[src/rtl/nanoz80_pkg.sv]
// Shared types and defaults for the nanoZ80 memory subsystem: arbiter FSM
// states, grant encoding and the default RAM geometry.
package nanoz80_pkg;

  localparam int ADDR_W_DEF = 15;
  localparam int DATA_W_DEF = 8;

  typedef enum logic [2:0] {
    ST_IDLE     = 3'd0,
    ST_CPU_ACC  = 3'd1,
    ST_CPU_DONE = 3'd2,
    ST_DMA_ACC  = 3'd3,
    ST_DMA_DONE = 3'd4
  } arb_state_e;

  typedef enum logic {
    GRANT_CPU = 1'b0,
    GRANT_DMA = 1'b1
  } grant_e;

endpackage

[src/rtl/ram_arbiter.sv]
// Shares one synchronous RAM between the Z80 (upper 32 KiB, held off with WAIT)
// and a DMA requester; one RAM access per grant, alternating under contention.
module ram_arbiter
  import nanoz80_pkg::*;
#(
  parameter int ADDR_W = ADDR_W_DEF,
  parameter int DATA_W = DATA_W_DEF
) (
  input  logic              clk_i,
  input  logic              rst_n_i,
  input  logic              cpu_cs_i,
  input  logic              cpu_rd_n_i,
  input  logic              cpu_wr_n_i,
  input  logic [ADDR_W-1:0] cpu_addr_i,
  input  logic [DATA_W-1:0] cpu_data_i,
  output logic [DATA_W-1:0] cpu_data_o,
  output logic              cpu_wait_n_o,
  input  logic              dma_req_i,
  input  logic              dma_we_i,
  input  logic [ADDR_W-1:0] dma_addr_i,
  input  logic [DATA_W-1:0] dma_data_i,
  output logic              dma_ack_o,
  output logic [DATA_W-1:0] dma_data_o,
  output logic              ram_en_o,
  output logic              ram_we_o,
  output logic [ADDR_W-1:0] ram_addr_o,
  output logic [DATA_W-1:0] ram_data_o,
  input  logic [DATA_W-1:0] ram_data_i
);

  arb_state_e state, next_state;
  grant_e     last_grant;
  logic       served;
  logic       cpu_abort;
  logic       cur_we;
  logic       cpu_pending;
  logic       grant_cpu;
  logic       grant_dma;

  // served marks "this Z80 bus cycle already got its RAM access".
  assign cpu_pending  = cpu_cs_i & (~cpu_rd_n_i | ~cpu_wr_n_i) & ~served;
  assign cpu_wait_n_o = ~(cpu_cs_i & ~served);

  // NOTE: sequential state uses non-blocking assignments so every register
  // samples the values from before the clock edge.
  always_ff @(posedge clk_i or negedge rst_n_i) begin
    if (!rst_n_i) state <= ST_IDLE;
    else          state <= next_state;
  end

  // NOTE: every signal driven here gets a default first, so no path can
  // leave one unassigned and infer a latch.
  always_comb begin
    next_state = state;
    grant_cpu  = 1'b0;
    grant_dma  = 1'b0;
    case (state)
      ST_IDLE: begin
        if (cpu_pending && (!dma_req_i || last_grant == GRANT_DMA)) begin
          grant_cpu  = 1'b1;
          next_state = ST_CPU_ACC;
        end else if (dma_req_i) begin
          grant_dma  = 1'b1;
          next_state = ST_DMA_ACC;
        end
      end
      ST_CPU_ACC:  next_state = ST_CPU_DONE;
      ST_CPU_DONE: next_state = ST_IDLE;
      ST_DMA_ACC:  next_state = ST_DMA_DONE;
      ST_DMA_DONE: next_state = ST_IDLE;
      default:     next_state = ST_IDLE;
    endcase
  end

  always_ff @(posedge clk_i or negedge rst_n_i) begin
    if (!rst_n_i) begin
      ram_en_o   <= 1'b0;
      ram_we_o   <= 1'b0;
      ram_addr_o <= '0;
      ram_data_o <= '0;
      cpu_data_o <= '0;
      dma_data_o <= '0;
      dma_ack_o  <= 1'b0;
      cur_we     <= 1'b0;
      served     <= 1'b0;
      cpu_abort  <= 1'b0;
      last_grant <= GRANT_DMA;
    end else begin
      ram_en_o  <= grant_cpu | grant_dma;
      ram_we_o  <= (grant_cpu & ~cpu_wr_n_i) | (grant_dma & dma_we_i);
      dma_ack_o <= (state == ST_DMA_DONE);

      if (grant_cpu) begin
        ram_addr_o <= cpu_addr_i;
        ram_data_o <= cpu_data_i;
        cur_we     <= ~cpu_wr_n_i;
        last_grant <= GRANT_CPU;
      end else if (grant_dma) begin
        ram_addr_o <= dma_addr_i;
        ram_data_o <= dma_data_i;
        cur_we     <= dma_we_i;
        last_grant <= GRANT_DMA;
      end

      if (state == ST_CPU_DONE && !cur_we) cpu_data_o <= ram_data_i;
      if (state == ST_DMA_DONE && !cur_we) dma_data_o <= ram_data_i;

      // A chip-select drop anywhere inside the access means the Z80 abandoned
      // that bus cycle; it must not be marked served on completion.
      if (grant_cpu)     cpu_abort <= 1'b0;
      else if (!cpu_cs_i) cpu_abort <= 1'b1;

      if (!cpu_cs_i)                                served <= 1'b0;
      else if (state == ST_CPU_DONE && !cpu_abort)  served <= 1'b1;
    end
  end

endmodule

[config.mk]
export PLATFORM = sky130hd
export DESIGN_NAME = ram_arbiter
export DESIGN_NICKNAME = d
export VERILOG_FILES = /design/src/rtl/nanoz80_pkg.sv /design/src/rtl/ram_arbiter.sv
export SDC_FILE = /design/constraint.sdc
export NUM_CORES = 1
export LEC_CHECK = 0
export ABC_AREA = 0
export BUFFER_PORTS_ARGS = -buffer_cell sky130_fd_sc_hd__buf_4
export CAP_MARGIN = 15
export CORE_UTILIZATION = 45
export CTS_CLUSTER_SIZE = 40
export DETAILED_ROUTE_END_ITERATION = 6
export GPL_TIMING_DRIVEN = 0
export HOLD_SLACK_MARGIN = 0.08
export PLACE_DENSITY_LB_ADDON = 0.12
export SYNTH_ARGS = -nofsm -noshare
export SYNTH_HDL_FRONTEND = slang
export SYNTH_SLANG_ARGS = --single-unit
[constraint.sdc]
create_clock -name clk_i -period 2 [get_ports clk_i]
set_input_delay 0.1 -clock clk_i [delete_from_list [all_inputs] [get_ports clk_i]]
set_output_delay 0.1 -clock clk_i [all_outputs]
set_load 0.1 [all_outputs]
==> results.cfg <==
[cts]
cts-root-buf = sky130_fd_sc_hd__clkbuf_8
clock_tree.buffer_depth = 2
cts_htree_levels = 2
postCtsSetupRepairBufs = 0
cts_made_buffers = 5
cts_repair_resize_count = 0
clock_tree_from_tritoncts = done
cts_hold_buffers = 34
clkLatencyLatePin_ps = 300
cts_num_sinks = 49
clk_pin_slew_worst_paths_ps = 90

[synthesis]
instance_count_of_the_mapped_netlist = 146
syn-mean-instance-area_um2 = 14.2
ys_seq_area_share_pct = 59.1
ys_seq_elements = 49
number_of_enable_flip_flop_cells_after_synthesis = 0
postSynth.topFlopCell = sky130_fd_sc_hd__dfrtp_1
post_synth_main_area_contributors = sky130_fd_sc_hd__dfrtp_1 58%, sky130_fd_sc_hd__o221a_2 13%, sky130_fd_sc_hd__nand2b_1 7.5%
synth_cell_types = 26
syn-cell-area_um2 = 2080
synth_top_cell_by_area = sky130_fd_sc_hd__dfrtp_1
synth_async_sr_flop_share_pct = 100
netlist_top_cells_count = 48 x sky130_fd_sc_hd__dfrtp_1, 25 x sky130_fd_sc_hd__nand2b_1, 24 x sky130_fd_sc_hd__o221a_2
postSynthNetCount = 207
portion_of_synthesized_cell_area_occupied_by_the_leading_cell_type_pct = 57.8
synth_warnings = 0
yosysMostFrequentCell = sky130_fd_sc_hd__dfrtp_1

[placed_design]
port-buffer-count = 103
gp_congestion = 0.703
pre_cts_ws_ps = 409
placedCellCount = 301
hpwlAfterDp_um = 3440

[sta]
skew_ps = 12.5
fin_setup_tns_ps = 0
fmaxAchievable_ghz = 0.609
hold_viol_final = 0
grt_setup_unrepaired = no
max_slew_margin_pct = 58.9
setup_viols_final = 0
fin_crit_ps = 1640
worst_slew_pin_slew_ps = 617
worst_slack_ps = 359
final_min_period_over_clock_period_pct = 82.1
timing.final.max_slew_violations = 0

[critical_path]
crit-reg2reg-capture = ram_data_o[7]
worst_setup_path_start_kind = flop
worstSetupEndpoint = ram_data_o[7]
timing.critical_path.required_ps = 2180
reg2reg_setup_slack_ps = 360
crit_path_end_kind = flop
worstSetupPathType = reg2reg
worst_ep_arrival_time_ps = 1820
worstReg2RegStart = state[1]
worst-path-max-fanout = 10
r2r_cells = 5
critical_path_startpoint = state[1]

[final_layout]
postLayoutCoreUtil_pct = 77.1
fill_cells = 323
final_nets = 351
n_antenna_cell = 0
final_cell_count_without_fillers = 343
area.growth.synth_to_final_pct = 62.7
final_layout_size_suffix_gt1_share_pct = 54.6

[global_route]
grt_max_degree = 50
first_global_vias = 1913
grt_first_pass_wirelength_um = 9080
grt_remaining_overflow = 0
aggregate_global_route_resource_usage_pct = 23.5
antenna_found_initial = 0

[routing]
route.detailed.drc = 0
finalWirelength_um = 5330
dr.first_iter.drc_count = 99
firstDrtPassIters = 4
number_of_nets_still_failing_antenna_checks_after_routing = 0
avgViaCountPerCell = 5.09
routedWlPerCell_um = 15.5
via_count = 1746

[die]
initial_core_util_pct = 47.4
io_pins = 104
die_height_um = 69.9
dieArea_um2 = 4890
row_count = 24
die_w_um = 69.9
core-area_um2 = 4380

[hold_path]
min_delay_startpoint = dma_req_i
worstHoldPathType = in2reg

[flow_run]
maxCapViolations = 0

[outcome]
run_status = complete, no violations
==> worst min-delay path by stage <==
stage,end,cells past startpoint
2_1_floorplan,cpu_abort,0
3_3_place_gp,cpu_data_o[5],1
3_5_place_dp,dma_data_o[5],1
4_1_cts,ram_data_o[7],2
5_1_grt,state[0],2
6_report,state[0],2
==> worst max-delay path, cell delays in order (launching register included) <==
cell	delay, ps
sky130_fd_sc_hd__dfrtp_1	450
sky130_fd_sc_hd__nor3_4	320
sky130_fd_sc_hd__and4b_4	360
sky130_fd_sc_hd__buf_6	170
sky130_fd_sc_hd__nand2b_1	90
sky130_fd_sc_hd__o221a_2	130
==> sequential cells by signal, indices dropped and copies added (netlist names) <==
name	flops
ram_data_o	8
dma_ack_o	1
ram_en_o	1
cur_we	1
state	3
ram_we_o	1
last_grant	1
cpu_data_o	8
dma_data_o	8
cpu_abort	1
served	1
ram_addr_o	15
==> final cells by class <==
cell class | count | area [µm²] | area share [%]
Sequential cell | 49 | 1230 | 36.3
Timing Repair Buffer | 137 | 1110 | 33.0
Multi-Input combinational cell | 89 | 793 | 23.5
Clock buffer | 6 | 82.6 | 2.44
Tap cell | 52 | 65.1 | 1.93
Buffer | 7 | 55.1 | 1.63
Clock inverter | 2 | 37.5 | 1.11
Inverter | 1 | 3.75 | 0.111
==> metal layers <==
layer	GRT usage (%)	vias up	routed length [µm]
met5	0	-	0
met4	7.56	0	71
met3	4.91	6	391
met2	39.6	85	2590
met1	30.3	827	2280
li1	-	828	-
==> metrics by stage <==
stage	hold WS, ps	area (µm²)
after floorplan	-196	2080
after global placement	154	2920
after detailed placement	158	2920
after CTS	87.8	3380
after global routing	94.7	3380
final	89.7	3380
==> logic make-up (layout without fill, tap and decap cells) <==
family                 count (synthesis)  count (layout)  synth area share, %
multiplexers                          16              16                 8.68
flip-flops                            49              49                 59.1
AO/OA/AOI/OAI                         32              32                 15.5
AND/OR/NAND/NOR                       41              41                 13.9
buffers and inverters                  8             153                 2.83
==> cell usage in the layout (no fill, tap or decap), drive strengths merged <==
master / synthesis / final
a21oi: 4 / 4
and2b: 1 / 1
and3: 1 / 1
and3b: 1 / 1
and4b: 1 / 1
buf: 7 / 110
bufinv: 0 / 1
clkbuf: 0 / 6
clkinvlp: 0 / 1
dfrtp: 48 / 48
dfstp: 1 / 1
dlygate4sd3: 0 / 34
inv: 1 / 1
mux2: 16 / 16
nand2: 2 / 2
nand2b: 25 / 25
nand3: 1 / 1
nand3b: 1 / 1
nor2: 4 / 4
nor3: 2 / 2
nor3b: 1 / 1
o21a: 4 / 4
o221a: 24 / 24
or3b: 1 / 1
Power is left out: the tool's default activity adds up to more than one toggle a clock period on the data nets, which glitch-free logic cannot reach.
